**config.mk**
```make
export PLATFORM = sky130hd
export DESIGN_NAME = mem_port_arbiter
export DESIGN_NICKNAME = d
export VERILOG_FILES = /design/src/rtl/mem_port_arbiter.sv
export SDC_FILE = /design/constraint.sdc
export NUM_CORES = 1
export LEC_CHECK = 0
export CORE_UTILIZATION = 40
export CTS_BUF_LIST = sky130_fd_sc_hd__clkbuf_16
export DETAILED_ROUTE_END_ITERATION = 8
export PLACE_DENSITY = 0.78
export SETUP_SLACK_MARGIN = 0.02
export SLEW_MARGIN = 10
export SYNTH_ARGS = -nofsm -noshare
export SYNTH_HDL_FRONTEND = slang
export SYNTH_SLANG_ARGS = --single-unit
```
**constraint.sdc**
```tcl
create_clock -name clock -period 2.7 [get_ports clock]
set_input_delay 0.81 -clock clock [delete_from_list [all_inputs] [get_ports clock]]
set_output_delay 0.81 -clock clock [all_outputs]
set_load 0.01 [all_outputs]
```
**src/rtl/mem_port_arbiter.sv**
```systemverilog
// Fetch/data arbiter for one single-port memory: data has priority, fetch wins a tie after MAX_WAIT losses.
// Two cycles minimum per access. Requests wait while BUSY. `ARB_TIMEOUT_EN adds a TIMEOUT-cycle abort with err.
module mem_port_arbiter #(
  parameter int DW       = 24,
  parameter int AW       = 24,
  parameter int MAX_WAIT = 4,
  parameter int TIMEOUT  = 16
) (
  input  logic          clock,
  input  logic          reset_n,
  input  logic          if_req,
  input  logic [AW-1:0] if_addr,
  output logic          if_gnt,
  output logic          if_done,
  output logic [DW-1:0] if_rdata,
  input  logic          d_req,
  input  logic          d_we,
  input  logic [AW-1:0] d_addr,
  input  logic [DW-1:0] d_wdata,
  output logic          d_gnt,
  output logic          d_done,
  output logic [DW-1:0] d_rdata,
  output logic          mem_req,
  output logic          mem_we,
  output logic [AW-1:0] mem_addr,
  output logic [DW-1:0] mem_wdata,
  input  logic [DW-1:0] mem_rdata,
  input  logic          mem_ready,
  output logic          busy,
  output logic          owner,
  output logic          err
);

  typedef enum logic {S_IDLE = 1'b0, S_BUSY = 1'b1} state_t;
  localparam logic [3:0] LP_MAX_WAIT = 4'(MAX_WAIT);

  state_t        r_state, w_state;
  logic [3:0]    r_starve, w_starve;
  logic          r_if_gnt, w_if_gnt, r_if_done, w_if_done;
  logic          r_d_gnt, w_d_gnt, r_d_done, w_d_done;
  logic          r_mem_req, w_mem_req, r_mem_we, w_mem_we, r_owner, w_owner;
  logic [AW-1:0] r_mem_addr, w_mem_addr;
  logic [DW-1:0] r_mem_wdata, w_mem_wdata, r_if_rdata, w_if_rdata, r_d_rdata, w_d_rdata;
  logic          w_pick_d;
`ifdef ARB_TIMEOUT_EN
  localparam int            TW         = $clog2(TIMEOUT + 1);
  localparam logic [TW-1:0] LP_TO_LAST = TW'(TIMEOUT - 1);
  logic [TW-1:0] r_tcnt, w_tcnt;
  logic          r_err, w_err;
`endif

  always_comb begin
    w_state     = r_state;
    w_starve    = r_starve;
    w_if_gnt    = 1'b0;
    w_d_gnt     = 1'b0;
    w_if_done   = 1'b0;
    w_d_done    = 1'b0;
    w_mem_req   = r_mem_req;
    w_mem_we    = r_mem_we;
    w_mem_addr  = r_mem_addr;
    w_mem_wdata = r_mem_wdata;
    w_if_rdata  = r_if_rdata;
    w_d_rdata   = r_d_rdata;
    w_owner     = r_owner;
    // fetch only beats a simultaneous data request once it has lost MAX_WAIT times in a row
    w_pick_d    = d_req && !(if_req && (r_starve == LP_MAX_WAIT));
`ifdef ARB_TIMEOUT_EN
    w_err       = 1'b0;
    w_tcnt      = r_tcnt;
`endif
    case (r_state)
      S_IDLE: begin
        if (!if_req) w_starve = '0;
        if (if_req || d_req) begin
          w_state   = S_BUSY;
          w_mem_req = 1'b1;
          w_owner   = w_pick_d;
`ifdef ARB_TIMEOUT_EN
          w_tcnt    = '0;
`endif
          if (w_pick_d) begin
            w_d_gnt     = 1'b1;
            w_mem_we    = d_we;
            w_mem_addr  = d_addr;
            w_mem_wdata = d_wdata;
            if (if_req && (r_starve != LP_MAX_WAIT)) w_starve = r_starve + 4'd1;
          end else begin
            w_if_gnt    = 1'b1;
            w_mem_we    = 1'b0;
            w_mem_addr  = if_addr;
            w_mem_wdata = '0;
            w_starve    = '0;
          end
        end
      end
      S_BUSY: begin
        if (mem_ready) begin
          w_state   = S_IDLE;
          w_mem_req = 1'b0;
          if (r_owner) begin
            w_d_done = 1'b1;
            if (!r_mem_we) w_d_rdata = mem_rdata;
          end else begin
            w_if_done  = 1'b1;
            w_if_rdata = mem_rdata;
          end
        end
`ifdef ARB_TIMEOUT_EN
        else if (r_tcnt == LP_TO_LAST) begin
          w_state   = S_IDLE;
          w_mem_req = 1'b0;
          w_err     = 1'b1;
          if (r_owner) begin
            w_d_done  = 1'b1;
            w_d_rdata = '0;
          end else begin
            w_if_done  = 1'b1;
            w_if_rdata = '0;
          end
        end else begin
          w_tcnt = r_tcnt + TW'(1);
        end
`endif
      end
      default: w_state = S_IDLE;
    endcase
  end

  always_ff @(posedge clock or negedge reset_n) begin
    if (!reset_n) begin
      r_state     <= S_IDLE;
      r_starve    <= '0;
      r_if_gnt    <= 1'b0;
      r_d_gnt     <= 1'b0;
      r_if_done   <= 1'b0;
      r_d_done    <= 1'b0;
      r_mem_req   <= 1'b0;
      r_mem_we    <= 1'b0;
      r_mem_addr  <= '0;
      r_mem_wdata <= '0;
      r_if_rdata  <= '0;
      r_d_rdata   <= '0;
      r_owner     <= 1'b0;
`ifdef ARB_TIMEOUT_EN
      r_tcnt      <= '0;
      r_err       <= 1'b0;
`endif
    end else begin
      r_state     <= w_state;
      r_starve    <= w_starve;
      r_if_gnt    <= w_if_gnt;
      r_d_gnt     <= w_d_gnt;
      r_if_done   <= w_if_done;
      r_d_done    <= w_d_done;
      r_mem_req   <= w_mem_req;
      r_mem_we    <= w_mem_we;
      r_mem_addr  <= w_mem_addr;
      r_mem_wdata <= w_mem_wdata;
      r_if_rdata  <= w_if_rdata;
      r_d_rdata   <= w_d_rdata;
      r_owner     <= w_owner;
`ifdef ARB_TIMEOUT_EN
      r_tcnt      <= w_tcnt;
      r_err       <= w_err;
`endif
    end
  end

  assign if_gnt    = r_if_gnt;
  assign if_done   = r_if_done;
  assign if_rdata  = r_if_rdata;
  assign d_gnt     = r_d_gnt;
  assign d_done    = r_d_done;
  assign d_rdata   = r_d_rdata;
  assign mem_req   = r_mem_req;
  assign mem_we    = r_mem_we;
  assign mem_addr  = r_mem_addr;
  assign mem_wdata = r_mem_wdata;
  assign busy      = (r_state == S_BUSY);
  assign owner     = r_owner;
`ifdef ARB_TIMEOUT_EN
  assign err       = r_err;
`else
  assign err       = 1'b0;
`endif

endmodule

```
==> summary.txt, run 1 <==
cell taking the most area after synthesis = dfrtp_1
Critical Path Max Stage Delay = 0.65 ns
Post-CTS Setup Inserts = 0
Slew Viols, Final = 0
number of max-cap violations = 0
gr usage total = 0.210
Synth Cell Area = 0.00447 mm^2
worst hold path type = in -> async
post-CTS sizing = 0
CTS tree = done
Final Wtd Congestion = 0.809
DRC = 0
Power, Total = 5.62 mW
CP required = 1.89 ns
Longest Clk Path Bufs = 2
Post-synth EDFFs = 0
Core Box Area = 0.0109 mm^2
Post-CTS Hold Fix Bufs = 0
post-synth cell types = 44
initial antenna violation count = 0
Cell Rows = 38
fraction of layout cells with a size suffix above 1 = 0.177
sequential group share of total power = 0.414
status = finished clean
Initial Utilization = 0.411
R2R Path Start = r_starve[0]$_DFFE_PN0N_
first-pass GRT wire length = 18700 um
r2r setup slk = 0.96 ns
most frequent cells in the layout = clkdlybuf4s50_1, dfrtp_1, nand2_1
crit path max fanout = 12
Clock transition at path regs = 0.08 ns
wirelength, routed = 11900 um
Die H = 108 um
I/O pin cnt = 207
Layout area overhead = 55.3%
Area contributors post-synth = dfrtp_1, mux2_2, nand2_1, o211ai_1, nand4_1
htree depth = 3
Worst R2R End = mem_addr[17]$_DFFE_PN0P_
ant diodes = 0
CTS root buf = clkbuf_16
most common cell after layout, fill and taps aside = clkdlybuf4s50_1
via density per instance = 5.11
Slew HR = 0.637
switching pwr = 1.63 mW
Starting DRT DRC Count = 170
TritonCTS Buffers = 9
Die X = 108 um
Pwr Density = 809 mW/mm^2
synth warn = 0
Final setup viols = 0
Logic pwr share = 0.360
Post-DRT Antenna Nets = 0
FFs w/ async S/R, synth = 1.00
Final Skew = 0.0106 ns
Top delay family on crit path = buffers and inverters
Switching Fraction = 0.290
sequential area share after synthesis = 0.604
internal power = 3.99 mW
Final Hold Fails = 0
Synthesized Nets = 464
VDD IR-drop max = 0.477 mV
wire per inst = 16.9 um
Worst Reg-to-Reg Cells = 5
RSZ-0062 raised after global routing = false
largest net degree at the start of global routing = 41
Worst-Skew Late Latency = 0.34 ns
crit-path cells = clkdlybuf4s50_1
Worst EP arrival = 1.61 ns
vias in the first global route = 3697
Nets = 663
crit share post-route = 0.897
Crit. End Element = output pin
CTS sink cnt = 108
slew at the pin closest to its max-slew limit = 0.543 ns
IO Port Bufs = 205
global route total overflow = 0
Vias = 3594
min Tclk post-route = 2.42 ns
die area = 0.0116 mm^2
Detailed Place HPWL = 8970 um
Clock Power Share = 0.226
Synth Flop Type = dfrtp_1
#FFs+latches synth = 108
Mapped Cells = 360
startpoint types = register
highest clock rate = 413 MHz
total leakage power = 2.90 nW
Yosys top cell area share = 0.604
TritonRoute pass-1 iters = 4
slowest CP cell = clkdlybuf4s50_1
Worst Path Buf+Inv = 1
total negative slack = 0 ns
Syn Area/Cell = 12.4 um^2
worst setup path class = reg -> out
==> how the worst max path moves through the flow <==
stage / start / slack [ns] / cells after the start / endpoint
after CTS: busy$_DFF_PN0_ / 0.26 / 1 / busy
after global routing: busy$_DFF_PN0_ / 0.20 / 1 / busy
after floorplan: mem_ready / 0.86 / 5 / d_rdata[10]$_DFFE_PN0P_
after global placement: d_req / 0.22 / 4 / mem_wdata[8]$_DFFE_PN0P_
after detailed placement: d_req / 0.11 / 4 / mem_wdata[12]$_DFFE_PN0P_
final: busy$_DFF_PN0_ / 0.28 / 1 / busy
==> per-layer routing <==
layer  global-route usage  wire (um)  part of all wire
met1                0.250       4870              0.41
met2                0.375       6010              0.51
met3               0.0490        824             0.069
met4               0.0577        184             0.015
met5                    0          0                 0
==> state kept, by name, indices dropped and copies added, names as in the netlist, 4 cells and up <==
| name | flops |
|---|---|
| r_starve | 4 |
| mem_wdata | 24 |
| mem_addr | 24 |
| if_rdata | 24 |
| d_rdata | 24 |
==> synth_stat cells, drive strengths merged, types with 2 or more instances <==
| library cell | number |
|---|---|
| dfrtp | 108 |
| nand2 | 75 |
| mux2 | 49 |
| buf | 21 |
| o21ai | 19 |
| nand4 | 17 |
| o211ai | 17 |
| a22o | 8 |
| and2 | 8 |
| a221o | 7 |
| clkbuf | 6 |
| a21o | 2 |
| and3 | 2 |
| ha | 2 |
| inv | 2 |
| nor2 | 2 |
==> metrics by stage <==
stage	hold WS (ns)	setup WS [ns]	std cells	utilization	cell area (um^2)
floorplan	0.512	0.862	360	-	4470
finish	0.374	0.277	704	0.638	6950
detailed placement	0.474	0.115	688	0.611	6650
global route	0.388	0.200	704	0.638	6950
CTS	0.380	0.258	704	0.638	6950
global placement	0.465	0.218	688	0.611	6650
==> power groups by stage <==
stage / clock, mW / sequential [mW] / combinational [mW]
3_5_place_dp: 0 / 2.36 / 2.05
4_1_cts: 1.30 / 2.33 / 2.06
3_3_place_gp: 0 / 2.33 / 2.01
2_1_floorplan: 0 / 2.54 / 0.575
6_report: 1.27 / 2.33 / 2.02
5_1_grt: 1.36 / 2.39 / 2.17
==> kinds of logic (layout without fill, tap and decap cells) <==
group	Yosys count	after routing	synth area share
other	1	1	0.000838
and+or+nand+nor	109	109	0.114
DFF	108	108	0.604
muxes	49	49	0.123
buffers and inverters	30	234	0.0476
AOI/OAI and AO/OA	61	61	0.104
adders and majority gates	2	2	0.00559
==> layout make-up <==
type                       instances  area [um^2]
tap                              140          175
clock buffer                       9          225
multi-input combinational        222         1570
fill                             865         3940
sequential                       108         2700
timing repair buffer             215         2190
inverter                           3         16.3
clock inverter                     7         71.3
(Power assumes the default switching activity.)
==> inputs of run 2 (changes only) <==
--- a/config.mk
+++ b/config.mk
@@ -9,8 +9,9 @@
 export CTS_BUF_LIST = sky130_fd_sc_hd__clkbuf_16
 export DETAILED_ROUTE_END_ITERATION = 8
 export PLACE_DENSITY = 0.78
+export RECOVER_POWER = 100
 export SETUP_SLACK_MARGIN = 0.02
-export SLEW_MARGIN = 10
+export SLEW_MARGIN = 20
 export SYNTH_ARGS = -nofsm -noshare
 export SYNTH_HDL_FRONTEND = slang
 export SYNTH_SLANG_ARGS = --single-unit
==> run 2 against run 1 <==
  * Highest routed layer unchanged
  * Non-clock buffer count unchanged
  * Clock power about the same
  * Total power fell by 3.9%
  * Largest power group unchanged
==> summary.txt, run 2 (synthesized netlist as in run 1, its figures left out) <==
Core Box Area = 0.0109 mm^2
Post-CTS Setup Inserts = 0
Worst Path Buf+Inv = 1
Logic pwr share = 0.340
min Tclk post-route = 2.45 ns
gr usage total = 0.210
slew at the pin closest to its max-slew limit = 1.44 ns
VDD IR-drop max = 0.428 mV
total negative slack = 0 ns
DRC = 0
Pwr Density = 783 mW/mm^2
post-CTS sizing = 0
worst setup path class = reg -> out
Final Skew = 0.00891 ns
die area = 0.0116 mm^2
most common cell after layout, fill and taps aside = dfrtp_1
Die H = 108 um
Nets = 663
crit path max fanout = 12
Crit. End Element = output pin
Post-CTS Hold Fix Bufs = 0
Power, Total = 5.40 mW
Critical Path Max Stage Delay = 0.69 ns
Clock Power Share = 0.233
global route total overflow = 0
CTS sink cnt = 108
status = finished clean
ant diodes = 0
internal power = 3.81 mW
Post-DRT Antenna Nets = 0
fraction of layout cells with a size suffix above 1 = 0.167
Top delay family on crit path = buffers and inverters
slowest CP cell = dlygate4sd3_1
Vias = 3587
CTS tree = done
Final Instance Area = 0.00689 mm^2
I/O pin cnt = 207
CP required = 1.89 ns
crit-path cells = dlygate4sd3_1
Longest Clk Path Bufs = 2
vias in the first global route = 3697
wirelength, routed = 11800 um
htree depth = 3
Worst-Skew Late Latency = 0.33 ns
total leakage power = 2.99 nW
first-pass GRT wire length = 18700 um
Post-DP Area = 0.00665 mm^2
number of max-cap violations = 0
sequential group share of total power = 0.427
RSZ-0062 raised after global routing = false
Switching Fraction = 0.295
largest net degree at the start of global routing = 41
Starting DRT DRC Count = 175
Slew HR = 0.0407
Worst EP arrival = 1.64 ns
crit share post-route = 0.909
Final Wtd Congestion = 0.809
TritonCTS Buffers = 9
highest clock rate = 407 MHz
Detailed Place HPWL = 8970 um
switching pwr = 1.59 mW
startpoint types = register
Cell Rows = 38
TritonRoute pass-1 iters = 4
Layout area overhead = 54.1%
wire per inst = 16.8 um
Final setup viols = 0
worst hold path type = reg -> reg
Die X = 108 um
Clock transition at path regs = 0.08 ns
most frequent cells in the layout = dfrtp_1, dlygate4sd3_1, clkdlybuf4s50_1
IO Port Bufs = 205
Initial Utilization = 0.411
Final Hold Fails = 0
via density per instance = 5.10
CTS root buf = clkbuf_16
Slew Viols, Final = 0
initial antenna violation count = 0
run 2: stage by stage:
stage,worst slack [ns],cells,hold slack [ns],utilization
finish,0.245,704,0.476,0.633
global placement,0.218,688,0.465,0.611
floorplan,0.862,360,0.512,-
global route,0.110,704,0.515,0.633
CTS,0.258,704,0.380,0.638
detailed placement,0.115,688,0.474,0.611
run 2: final timing paths:
kind | start | to | slack, ns | cells past startpoint
max | busy$_DFF_PN0_ | busy | 0.25 | 1
min | mem_wdata[19]$_DFFE_PN0P_ | mem_wdata[19]$_DFFE_PN0P_ | 0.48 | 2
max reg2reg | busy$_DFF_PN0_ | if_rdata[13]$_DFFE_PN0P_ | 0.65 | 4
min reg2reg | mem_wdata[19]$_DFFE_PN0P_ | mem_wdata[19]$_DFFE_PN0P_ | 0.48 | 2
max in group asynchronous | reset_n | mem_addr[13]$_DFFE_PN0P_ | 0.61 | 2
min in group asynchronous | reset_n | r_starve[1]$_DFFE_PN0N_ | 0.80 | 1
run 2: routing by layer:
| metal | vias up | routed length [um] | GRT usage |
|---|---|---|---|
| li1 | 1668 | - | - |
| met1 | 1756 | 4800 | 0.250 |
| met2 | 151 | 6010 | 0.375 |
| met3 | 12 | 836 | 0.0490 |
| met4 | 0 | 156 | 0.0577 |
| met5 | - | 0 | 0 |
run 2: power by group through the flow:
stage / clock network (mW) / logic, mW / registers, mW
2_1_floorplan: 0 / 0.575 / 2.54
3_3_place_gp: 0 / 2.01 / 2.33
3_5_place_dp: 0 / 2.05 / 2.36
4_1_cts: 1.30 / 2.06 / 2.33
5_1_grt: 1.36 / 1.98 / 2.37
6_report: 1.26 / 1.84 / 2.30
run 2: worst reg2reg max path: stages, from the launching register on:
cell and delay (ns):
dfrtp_1 0.62, nand2_1 0.21, nor2_1 0.13, clkbuf_2 0.54, mux2_2 0.42
run 2: layout make-up:
class | instances | area [um^2]
clock buffer | 9 | 225
clock inverter | 7 | 71.3
fill | 875 | 3990
inverter | 3 | 16.3
multi-input combinational | 222 | 1560
sequential | 108 | 2700
tap | 140 | 175
timing repair buffer | 215 | 2150
==> inputs of run 3 (changes only) <==
--- a/config.mk
+++ b/config.mk
@@ -7,10 +7,10 @@
 export LEC_CHECK = 0
 export CORE_UTILIZATION = 40
 export CTS_BUF_LIST = sky130_fd_sc_hd__clkbuf_16
+export CTS_CLUSTER_SIZE = 24
 export DETAILED_ROUTE_END_ITERATION = 8
 export PLACE_DENSITY = 0.78
 export RECOVER_POWER = 100
-export SETUP_SLACK_MARGIN = 0.02
 export SLEW_MARGIN = 20
 export SYNTH_ARGS = -nofsm -noshare
 export SYNTH_HDL_FRONTEND = slang
==> results of run 3 <==
Same layout as run 2: the final DEF is identical, and so are final timing and power.
